**src/rtl/ps2_pkg.sv**
```systemverilog
// Shared types and constants for the PS/2 arrow-key decoder.
// Optional parity enforcement is selected with the PS2_PARITY_CHECK_EN macro.
package ps2_pkg;

   typedef enum logic [1:0] {
      ST_IDLE   = 2'd0,
      ST_DATA   = 2'd1,
      ST_PARITY = 2'd2,
      ST_STOP   = 2'd3
   } frame_state_t;

   localparam logic [7:0] SC_EXT   = 8'hE0;
   localparam logic [7:0] SC_BRK   = 8'hF0;
   localparam logic [7:0] SC_UP    = 8'h75;
   localparam logic [7:0] SC_DOWN  = 8'h72;
   localparam logic [7:0] SC_LEFT  = 8'h6B;
   localparam logic [7:0] SC_RIGHT = 8'h74;

   // 2 ms at 50 MHz
   localparam int PS2_TIMEOUT_DEFAULT = 100000;

   // PS/2 uses odd parity over the eight data bits plus the parity bit
   function automatic logic odd_parity_ok(input logic [7:0] i_data, input logic i_par);
      return ^{i_data, i_par};
   endfunction

endpackage

```
**src/rtl/ps2_rx_frame.sv**
```systemverilog
// PS/2 frame receiver: synchronizers, falling-edge detect, frame FSM and mid-frame timeout.
// Parity is enforced only when PS2_PARITY_CHECK_EN is defined.
module ps2_rx_frame
   import ps2_pkg::*;
#(
   parameter int TIMEOUT_CYCLES = PS2_TIMEOUT_DEFAULT
) (
   input  logic       i_clk,
   input  logic       i_rst_n,
   input  logic       i_ps2_clk,
   input  logic       i_ps2_dat,
   output logic [7:0] o_byte,
   output logic       o_good,
   output logic       o_err
);

`ifdef PS2_PARITY_CHECK_EN
   localparam logic PARITY_EN = 1'b1;
`else
   localparam logic PARITY_EN = 1'b0;
`endif

   localparam logic [16:0] TO_LAST = 17'(TIMEOUT_CYCLES - 1);

   logic         r_clk_s1;
   logic         r_clk_s2;
   logic         r_clk_prev;
   logic         r_dat_s1;
   logic         r_dat_s2;
   frame_state_t r_state;
   logic [7:0]   r_shift;
   logic [2:0]   r_bitcnt;
   logic         r_parity;
   logic [16:0]  r_cnt;

   frame_state_t w_state_nxt;
   logic [7:0]   w_shift_nxt;
   logic [2:0]   w_bitcnt_nxt;
   logic         w_parity_nxt;
   logic [16:0]  w_cnt_nxt;
   logic         w_fall;
   logic         w_timeout;
   logic         w_par_ok;
   logic         w_good;
   logic         w_err;

   assign w_fall    = r_clk_prev & ~r_clk_s2;
   assign w_timeout = (r_state != ST_IDLE) && !w_fall && (r_cnt == TO_LAST);
   assign w_par_ok  = odd_parity_ok(r_shift, r_parity);

   // Synchronizers, edge register, FSM state and frame datapath
   always_ff @(posedge i_clk) begin
      if (!i_rst_n) begin
         r_clk_s1   <= 1'b1;
         r_clk_s2   <= 1'b1;
         r_clk_prev <= 1'b1;
         r_dat_s1   <= 1'b1;
         r_dat_s2   <= 1'b1;
         r_state    <= ST_IDLE;
         r_shift    <= 8'h00;
         r_bitcnt   <= 3'd0;
         r_parity   <= 1'b0;
         r_cnt      <= 17'd0;
      end else begin
         r_clk_s1   <= i_ps2_clk;
         r_clk_s2   <= r_clk_s1;
         r_clk_prev <= r_clk_s2;
         r_dat_s1   <= i_ps2_dat;
         r_dat_s2   <= r_dat_s1;
         r_state    <= w_state_nxt;
         r_shift    <= w_shift_nxt;
         r_bitcnt   <= w_bitcnt_nxt;
         r_parity   <= w_parity_nxt;
         r_cnt      <= w_cnt_nxt;
      end
   end

   // Frame FSM next state, datapath update and result strobes
   always_comb begin
      w_state_nxt  = r_state;
      w_shift_nxt  = r_shift;
      w_bitcnt_nxt = r_bitcnt;
      w_parity_nxt = r_parity;
      w_good       = 1'b0;
      w_err        = 1'b0;

      case (r_state)
         ST_IDLE: begin
            if (w_fall && !r_dat_s2) begin
               w_state_nxt  = ST_DATA;
               w_bitcnt_nxt = 3'd0;
            end else begin
               w_state_nxt = ST_IDLE;
            end
         end
         ST_DATA: begin
            if (w_fall) begin
               w_shift_nxt  = {r_dat_s2, r_shift[7:1]};
               w_bitcnt_nxt = r_bitcnt + 3'd1;
               if (r_bitcnt == 3'd7) begin
                  w_state_nxt = ST_PARITY;
               end else begin
                  w_state_nxt = ST_DATA;
               end
            end else begin
               w_state_nxt = ST_DATA;
            end
         end
         ST_PARITY: begin
            if (w_fall) begin
               w_parity_nxt = r_dat_s2;
               w_state_nxt  = ST_STOP;
            end else begin
               w_state_nxt = ST_PARITY;
            end
         end
         ST_STOP: begin
            if (w_fall) begin
               w_state_nxt = ST_IDLE;
               if (r_dat_s2 && (w_par_ok || !PARITY_EN)) begin
                  w_good = 1'b1;
               end else begin
                  w_err = 1'b1;
               end
            end else begin
               w_state_nxt = ST_STOP;
            end
         end
         default: begin
            w_state_nxt = ST_IDLE;
         end
      endcase

      // A stalled keyboard clock overrides whatever the frame was doing
      if (w_timeout) begin
         w_state_nxt = ST_IDLE;
         w_err       = 1'b1;
      end else begin
         w_err = w_err;
      end
   end

   // Idle counter: restarts on every edge, runs only while a frame is open
   always_comb begin
      if (w_fall || (r_state == ST_IDLE)) begin
         w_cnt_nxt = 17'd0;
      end else begin
         w_cnt_nxt = r_cnt + 17'd1;
      end
   end

   assign o_byte = r_shift;
   assign o_good = w_good;
   assign o_err  = w_err;

endmodule

```
**src/rtl/ps2_arrow_decoder.sv**
```systemverilog
// PS/2 keyboard to active-low cursor direction decoder (arrow keys, E0-extended).
// Build option: define PS2_PARITY_CHECK_EN to discard bytes with bad parity.
module ps2_arrow_decoder
   import ps2_pkg::*;
#(
   parameter int TIMEOUT_CYCLES = PS2_TIMEOUT_DEFAULT
) (
   input  logic       CLOCK_50,
   input  logic       resetn,
   input  logic       PS2_CLK,
   input  logic       PS2_DAT,
   output logic [1:0] dir_x,
   output logic [1:0] dir_y,
   output logic [7:0] scan_code,
   output logic       code_valid,
   output logic       frame_err
);

   logic [7:0] w_byte;
   logic       w_good;
   logic       w_err;

   logic       r_ext;
   logic       r_brk;
   logic       r_up;
   logic       r_down;
   logic       r_left;
   logic       r_right;

   logic       w_ext_nxt;
   logic       w_brk_nxt;
   logic       w_up_nxt;
   logic       w_down_nxt;
   logic       w_left_nxt;
   logic       w_right_nxt;
   logic [1:0] w_dir_x_nxt;
   logic [1:0] w_dir_y_nxt;

   ps2_rx_frame #(
      .TIMEOUT_CYCLES(TIMEOUT_CYCLES)
   ) u_rx (
      .i_clk     (CLOCK_50),
      .i_rst_n   (resetn),
      .i_ps2_clk (PS2_CLK),
      .i_ps2_dat (PS2_DAT),
      .o_byte    (w_byte),
      .o_good    (w_good),
      .o_err     (w_err)
   );

   // Prefix flags and held-key bits driven by each good byte
   always_comb begin
      w_ext_nxt   = r_ext;
      w_brk_nxt   = r_brk;
      w_up_nxt    = r_up;
      w_down_nxt  = r_down;
      w_left_nxt  = r_left;
      w_right_nxt = r_right;

      if (w_good) begin
         if (w_byte == SC_EXT) begin
            w_ext_nxt = 1'b1;
         end else if (w_byte == SC_BRK) begin
            w_brk_nxt = 1'b1;
         end else begin
            if (r_ext) begin
               case (w_byte)
                  SC_UP:    w_up_nxt    = ~r_brk;
                  SC_DOWN:  w_down_nxt  = ~r_brk;
                  SC_LEFT:  w_left_nxt  = ~r_brk;
                  SC_RIGHT: w_right_nxt = ~r_brk;
                  default:  w_up_nxt    = r_up;
               endcase
            end else begin
               w_up_nxt = r_up;
            end
            w_ext_nxt = 1'b0;
            w_brk_nxt = 1'b0;
         end
      end else begin
         w_ext_nxt = r_ext;
      end
   end

   // Opposite keys held together cancel to no motion on that axis
   always_comb begin
      if (w_left_nxt && w_right_nxt) begin
         w_dir_x_nxt = 2'b11;
      end else begin
         w_dir_x_nxt = {~w_left_nxt, ~w_right_nxt};
      end
      if (w_up_nxt && w_down_nxt) begin
         w_dir_y_nxt = 2'b11;
      end else begin
         w_dir_y_nxt = {~w_up_nxt, ~w_down_nxt};
      end
   end

   // Registered key state and outputs
   always_ff @(posedge CLOCK_50) begin
      if (!resetn) begin
         r_ext      <= 1'b0;
         r_brk      <= 1'b0;
         r_up       <= 1'b0;
         r_down     <= 1'b0;
         r_left     <= 1'b0;
         r_right    <= 1'b0;
         dir_x      <= 2'b11;
         dir_y      <= 2'b11;
         scan_code  <= 8'h00;
         code_valid <= 1'b0;
         frame_err  <= 1'b0;
      end else begin
         r_ext      <= w_ext_nxt;
         r_brk      <= w_brk_nxt;
         r_up       <= w_up_nxt;
         r_down     <= w_down_nxt;
         r_left     <= w_left_nxt;
         r_right    <= w_right_nxt;
         dir_x      <= w_dir_x_nxt;
         dir_y      <= w_dir_y_nxt;
         scan_code  <= w_good ? w_byte : scan_code;
         code_valid <= w_good;
         frame_err  <= w_err;
      end
   end

endmodule

```
**config.mk**
```make
export PLATFORM = sky130hd
export DESIGN_NAME = ps2_arrow_decoder
export DESIGN_NICKNAME = d
export VERILOG_FILES = /design/src/rtl/ps2_pkg.sv /design/src/rtl/ps2_rx_frame.sv /design/src/rtl/ps2_arrow_decoder.sv
export SDC_FILE = /design/constraint.sdc
export NUM_CORES = 1
export LEC_CHECK = 0
export CAP_MARGIN = 20
export CORE_UTILIZATION = 51
export CTS_CLUSTER_SIZE = 14
export DETAILED_ROUTE_END_ITERATION = 8
export PLACE_DENSITY = 0.69
export SYNTH_ARGS = -nofsm -noshare
export SYNTH_HDL_FRONTEND = slang
export SYNTH_SLANG_ARGS = --single-unit
```
**constraint.sdc**
```tcl
create_clock -name CLOCK_50 -period 3.1 [get_ports CLOCK_50]
set_clock_uncertainty 0.1 [all_clocks]
set_input_delay 0.93 -clock CLOCK_50 [delete_from_list [all_inputs] [get_ports CLOCK_50]]
set_output_delay 0.93 -clock CLOCK_50 [all_outputs]
set_load 0.005 [all_outputs]
```
Word-level counts from Yosys, hierarchy flattened --
Cells that the tools add are included.
Operators by class: div/mod/pow operators 0, reduce and logical (&&, ||, !) cells 19, order comparisons 0, multiplexer cells 39, $add $sub $neg 2, bitwise logic cells 9, shift-type cells 0, equal/unequal tests 14, multipliers 0
Operator list (count):
- == test 8 x 7 -> 1 bit, second input constant | 4
- two-way mux 1 bit | 32
- adder 17 x 1 -> 17 bit, second input constant | 1
- == test 17 bit, second input constant | 1
- == test 8 bit, second input constant | 2
- NOT 1 bit | 8
- one-hot mux 2 bit (4 select lines) | 1
- OR reduction 2 bit | 4
- two-way mux 2 bit | 3
- two-way mux 3 bit | 2
- one-hot mux 3 bit (2 select lines) | 1
- AND reduction 2 bit | 3
- logical AND 1 bit | 5
- == test 2 bit, second input constant | 2
- inequality test 2 x 1 -> 1 bit, second input constant | 2
- nonzero test 2 bit | 2
- adder 3 x 1 -> 3 bit, second input constant | 1
- == test 3 bit, second input constant | 1
- AND reduction 3 bit | 1
- == test 2 x 1 -> 1 bit, second input constant | 1
- zero test 1 bit | 2
- zero test 2 bit | 1
- inequality test 2 bit, second input constant | 1
- AND 1 bit | 1
- logical OR 1 bit | 1
Storage, ports and cells: input port bits 4, memories kept 0, memory bits (writable) 0, register bits after elaboration 55, output and inout bits 14, ROM bits 0, latch bits 0

Logic depth before layout (Yosys ltp) --
depth after elaboration 8, gate-level depth with buffers 6

Cells and area by module --
From an unflattened synthesis, not the netlist that was laid out.
Unflattened totals: cell total of the unflattened synthesis 239, area total of the unflattened synthesis 2288.4 um2
By module, submodules not included:
- ps2_rx_frame | seq. area each 700.7 um2, times used 1, area an instance 1490.2 um2, cells an instance 164
- ps2_arrow_decoder | seq. area each 400.4 um2, times used 1, area an instance 798.3 um2, cells an instance 75

Worst setup path before layout --
No wires, ideal clock.
path kind in2reg, from input port resetn, to register u_rx.r_cnt[12], stages on the path 4, setup slack 1.152 ns, arrival 1.720 ns, data required time 2.872 ns, path through clkbuf_1 > o211ai_1 > clkbuf_1 > nor2_1
On the way: word-level cells in the longest chain between the ends 2
RTL lines:
- start: declaration | line ps2_arrow_decoder.sv:9 | input logic resetn,
- NOT 1 bit (no line)
- OR reduction 2 bit (no line)
- end signal: assignment | line ps2_rx_frame.sv:74 | r_cnt <= w_cnt_nxt;
- end: declaration | line ps2_rx_frame.sv:34 | logic [16:0] r_cnt;
No other way between the ends. A chain may end at the register's enable or synchronous reset.

Worst setup path after layout --
from register scan_code[2], to output port scan_code[2]
RTL lines:
- start: declaration | line ps2_arrow_decoder.sv:14 | output logic [7:0] scan_code,
- start signal: assignment | line ps2_arrow_decoder.sv:122 | scan_code <= w_good ? w_byte : scan_code;
No word-level cell between the ends.

==> results.json <==
{
  "period_share_pct": 70.1,
  "hold_viol": 0,
  "final_cell_area_mm2": 0.00265,
  "synth_edf_count": 0,
  "htreeDepth": 2,
  "slew_viol_final": 0,
  "maxCapViolCount": 0,
  "p_leak_nw": 0.836,
  "grt_max_degree": 20,
  "cts_tree": "yes",
  "num_antenna_cells": 0,
  "end_kind": "output port",
  "p_per_area_mw_per_mm2": 436,
  "postCtsHoldBufs": 0,
  "clock_sinks": 55,
  "critPathMaxFanout": 2,
  "status": "finished clean",
  "drc": 0,
  "cts-buffers-inserted": 5,
  "die_area_mm2": 0.00488,
  "holdCritPathClass": "reg2reg",
  "dieWidth_um": 69.8,
  "min_period_ns": 2.17,
  "worst_slew_pin_slew_ns": 0.622,
  "grt_pass1_wl_um": 7760,
  "postRouteWirelength_um": 4390,
  "nets": 282,
  "antenna_found_initial": 0,
  "synth_nets": 268,
  "rsz0062_at_grt": "no",
  "fin_setup_tns_ns": 0,
  "cts.path.max_buffers": 2,
  "port_buffers": 17,
  "yosys_warnings": 0,
  "drive_above_1_share_pct": 6.16,
  "first_pass_iters": 4,
  "syn2layout_area_growth_pct": 12.9,
  "slew_headroom_pct": 58.1,
  "ir_drop_mv": 0.250,
  "overflow": 0,
  "ys.flop_type": "dfxtp_1",
  "wire_per_inst_um": 13.4,
  "dp_cells": 320,
  "crit_arrival_ns": 1.14,
  "viasPerCell": 5.58,
  "start_util_pct": 53.5,
  "critPathKind": "reg2out",
  "rows": 24,
  "post-dp-hpwl_um": 3100,
  "dieHeight_um": 69.8,
  "crit_chain": "clkdlybuf4s50_1",
  "core-area_mm2": 0.00438,
  "clkLatencyLatePin_ns": 0.30,
  "drtIter0Drc": 152,
  "place_congestion": 0.876,
  "fin_cells": 328,
  "grt_pass1_vias": 1686,
  "avgSynthCellArea_um2": 8.99,
  "grt_usage_pct": 19.7,
  "path_delay_family": "buffers and inverters",
  "pin_count": 18,
  "antenna_left": 0,
  "setup_violations": 0,
  "worst_ep_required_time_ns": 2.07,
  "cts-root-buf": "clkbuf_8",
  "synthArstFlopShare_pct": 0,
  "clk_pin_slew_ns": 0.09,
  "path_buf_inv": 1,
  "cpMaxStageDelayCell": "clkdlybuf4s50_1",
  "vias": 1829,
  "fmax_mhz": 460,
  "cts_resized": 0,
  "cts_setup_buffers": 0,
  "synth_seq_cells": 55,
  "syn-cell-area_mm2": 0.00235,
  "slowest_delay_ns": 0.50,
  "critical_path.startpoint_type": "register",
  "synthCells": 261,
  "yosysUniqueCellTypes": 46,
  "ys_seq_area_share_pct": 46.9,
  "dpl_cell_area_mm2": 0.00255
}
[layout by cell type, fill, tap and decap left out, drive strengths merged, types with 4 or more instances in the layout]
cell / synthesis / routed
nor2b: 5 / 5
nor2: 18 / 18
a21boi: 16 / 16
o21ai: 4 / 4
nand2b: 7 / 7
nand2: 43 / 43
nand3b: 6 / 6
dfxtp: 55 / 55
xor2: 4 / 4
clkbuf: 10 / 8
mux2i: 4 / 4
nor4: 9 / 9
xnor2: 7 / 7
or4: 4 / 4
nand4b: 5 / 5
a21oi: 10 / 10
clkdlybuf4s50: 0 / 17
inv: 6 / 6
nand3: 6 / 6
nand4: 6 / 6
[power by group]
group | switching (mW) | internal [mW]
combinational | 0.00975 | 0.0121
clock | 0.218 | 0.204
sequential | 0.00322 | 0.709
total | 0.231 | 0.925
[final timing paths]
kind,start,end,slack (ns),depth (start not counted)
worst max-delay path,scan_code[2],scan_code[2],0.93,1
worst min-delay path,u_rx.r_dat_s1,u_rx.r_dat_s2,0.32,1
worst max register to register,u_rx.r_state[1],dir_y[0],1.03,4
worst min register to register,u_rx.r_dat_s1,u_rx.r_dat_s2,0.32,1
[synthesized netlist by cell type (2+ instances only)]
library cell	count	area (um^2)
nor4_1	9	56.3
o21ai_0	4	20.0
a22oi_1	2	15.0
and2_1	2	12.5
a21oi_1	10	50.1
dfxtp_1	55	1100
nand4bb_1	2	22.5
nor2b_1	5	31.3
nand3_1	6	30.0
inv_1	6	22.5
nor2_1	18	67.6
nand2b_1	7	43.8
nand2_1	42	158
a21boi_0	16	120
or4_1	4	30.0
clkbuf_1	10	37.5
nand3b_1	6	45.0
o31ai_1	3	22.5
nor3b_1	3	22.5
nand4_1	5	31.3
nor3_1	3	15.0
xor2_1	4	35.0
ha_1	3	37.5
buf_2	2	10.0
xnor2_1	7	61.3
mux2i_1	4	40.0
nand4b_1	4	35.0
[per-layer routing]
metal  vias up  global-route usage, %  wire length (um)
li1        936                      -                 -
met1       832                   26.8              2120
met2        55                   31.4              1970
met3         6                   4.80               249
met4         0                   5.33                51
met5         -                      0                 0
[area by class of cell]
class                           count  area [um^2]
Sequential cell                    55         1100
Clock buffer                        8          100
Tap cell                           52         65.1
Multi-Input combinational cell    187         1170
Timing Repair Buffer               20          193
Inverter                            6         22.5
Fill cell                         395         1730
[cell families (layout without fill, tap and decap cells)]
| group | count (synthesis) | count (layout) | share of synthesized area (%) |
|---|---|---|---|
| compound gates | 40 | 40 | 11.4 |
| xor+xnor | 11 | 11 | 4.10 |
| fa+ha+maj | 3 | 3 | 1.60 |
| buf+inv | 19 | 34 | 3.31 |
| flops | 55 | 55 | 46.9 |
| mux | 4 | 4 | 1.71 |
| simple gates | 129 | 129 | 31.0 |
[through the flow]
stage	setup WS, ns	power (mW)	hold WS (ns)	util, %
2_1_floorplan	1.15	0.742	0.286	-
3_3_place_gp	0.807	0.750	0.290	58.2
3_5_place_dp	0.761	0.751	0.296	58.2
4_1_cts	0.902	1.17	0.318	60.4
5_1_grt	0.872	1.19	0.326	60.4
6_report	0.926	1.16	0.318	60.4
[sequential cells by signal, summed over array words and instances, names as in the netlist, 2 cells and up]
signal and flops:
scan_code 8, u_rx.r_bitcnt 3, u_rx.o_byte 8, u_rx.r_cnt 17, u_rx.r_state 2, dir_x 2, dir_y 2
No activity file was read; power rests on OpenSTA's default activity.
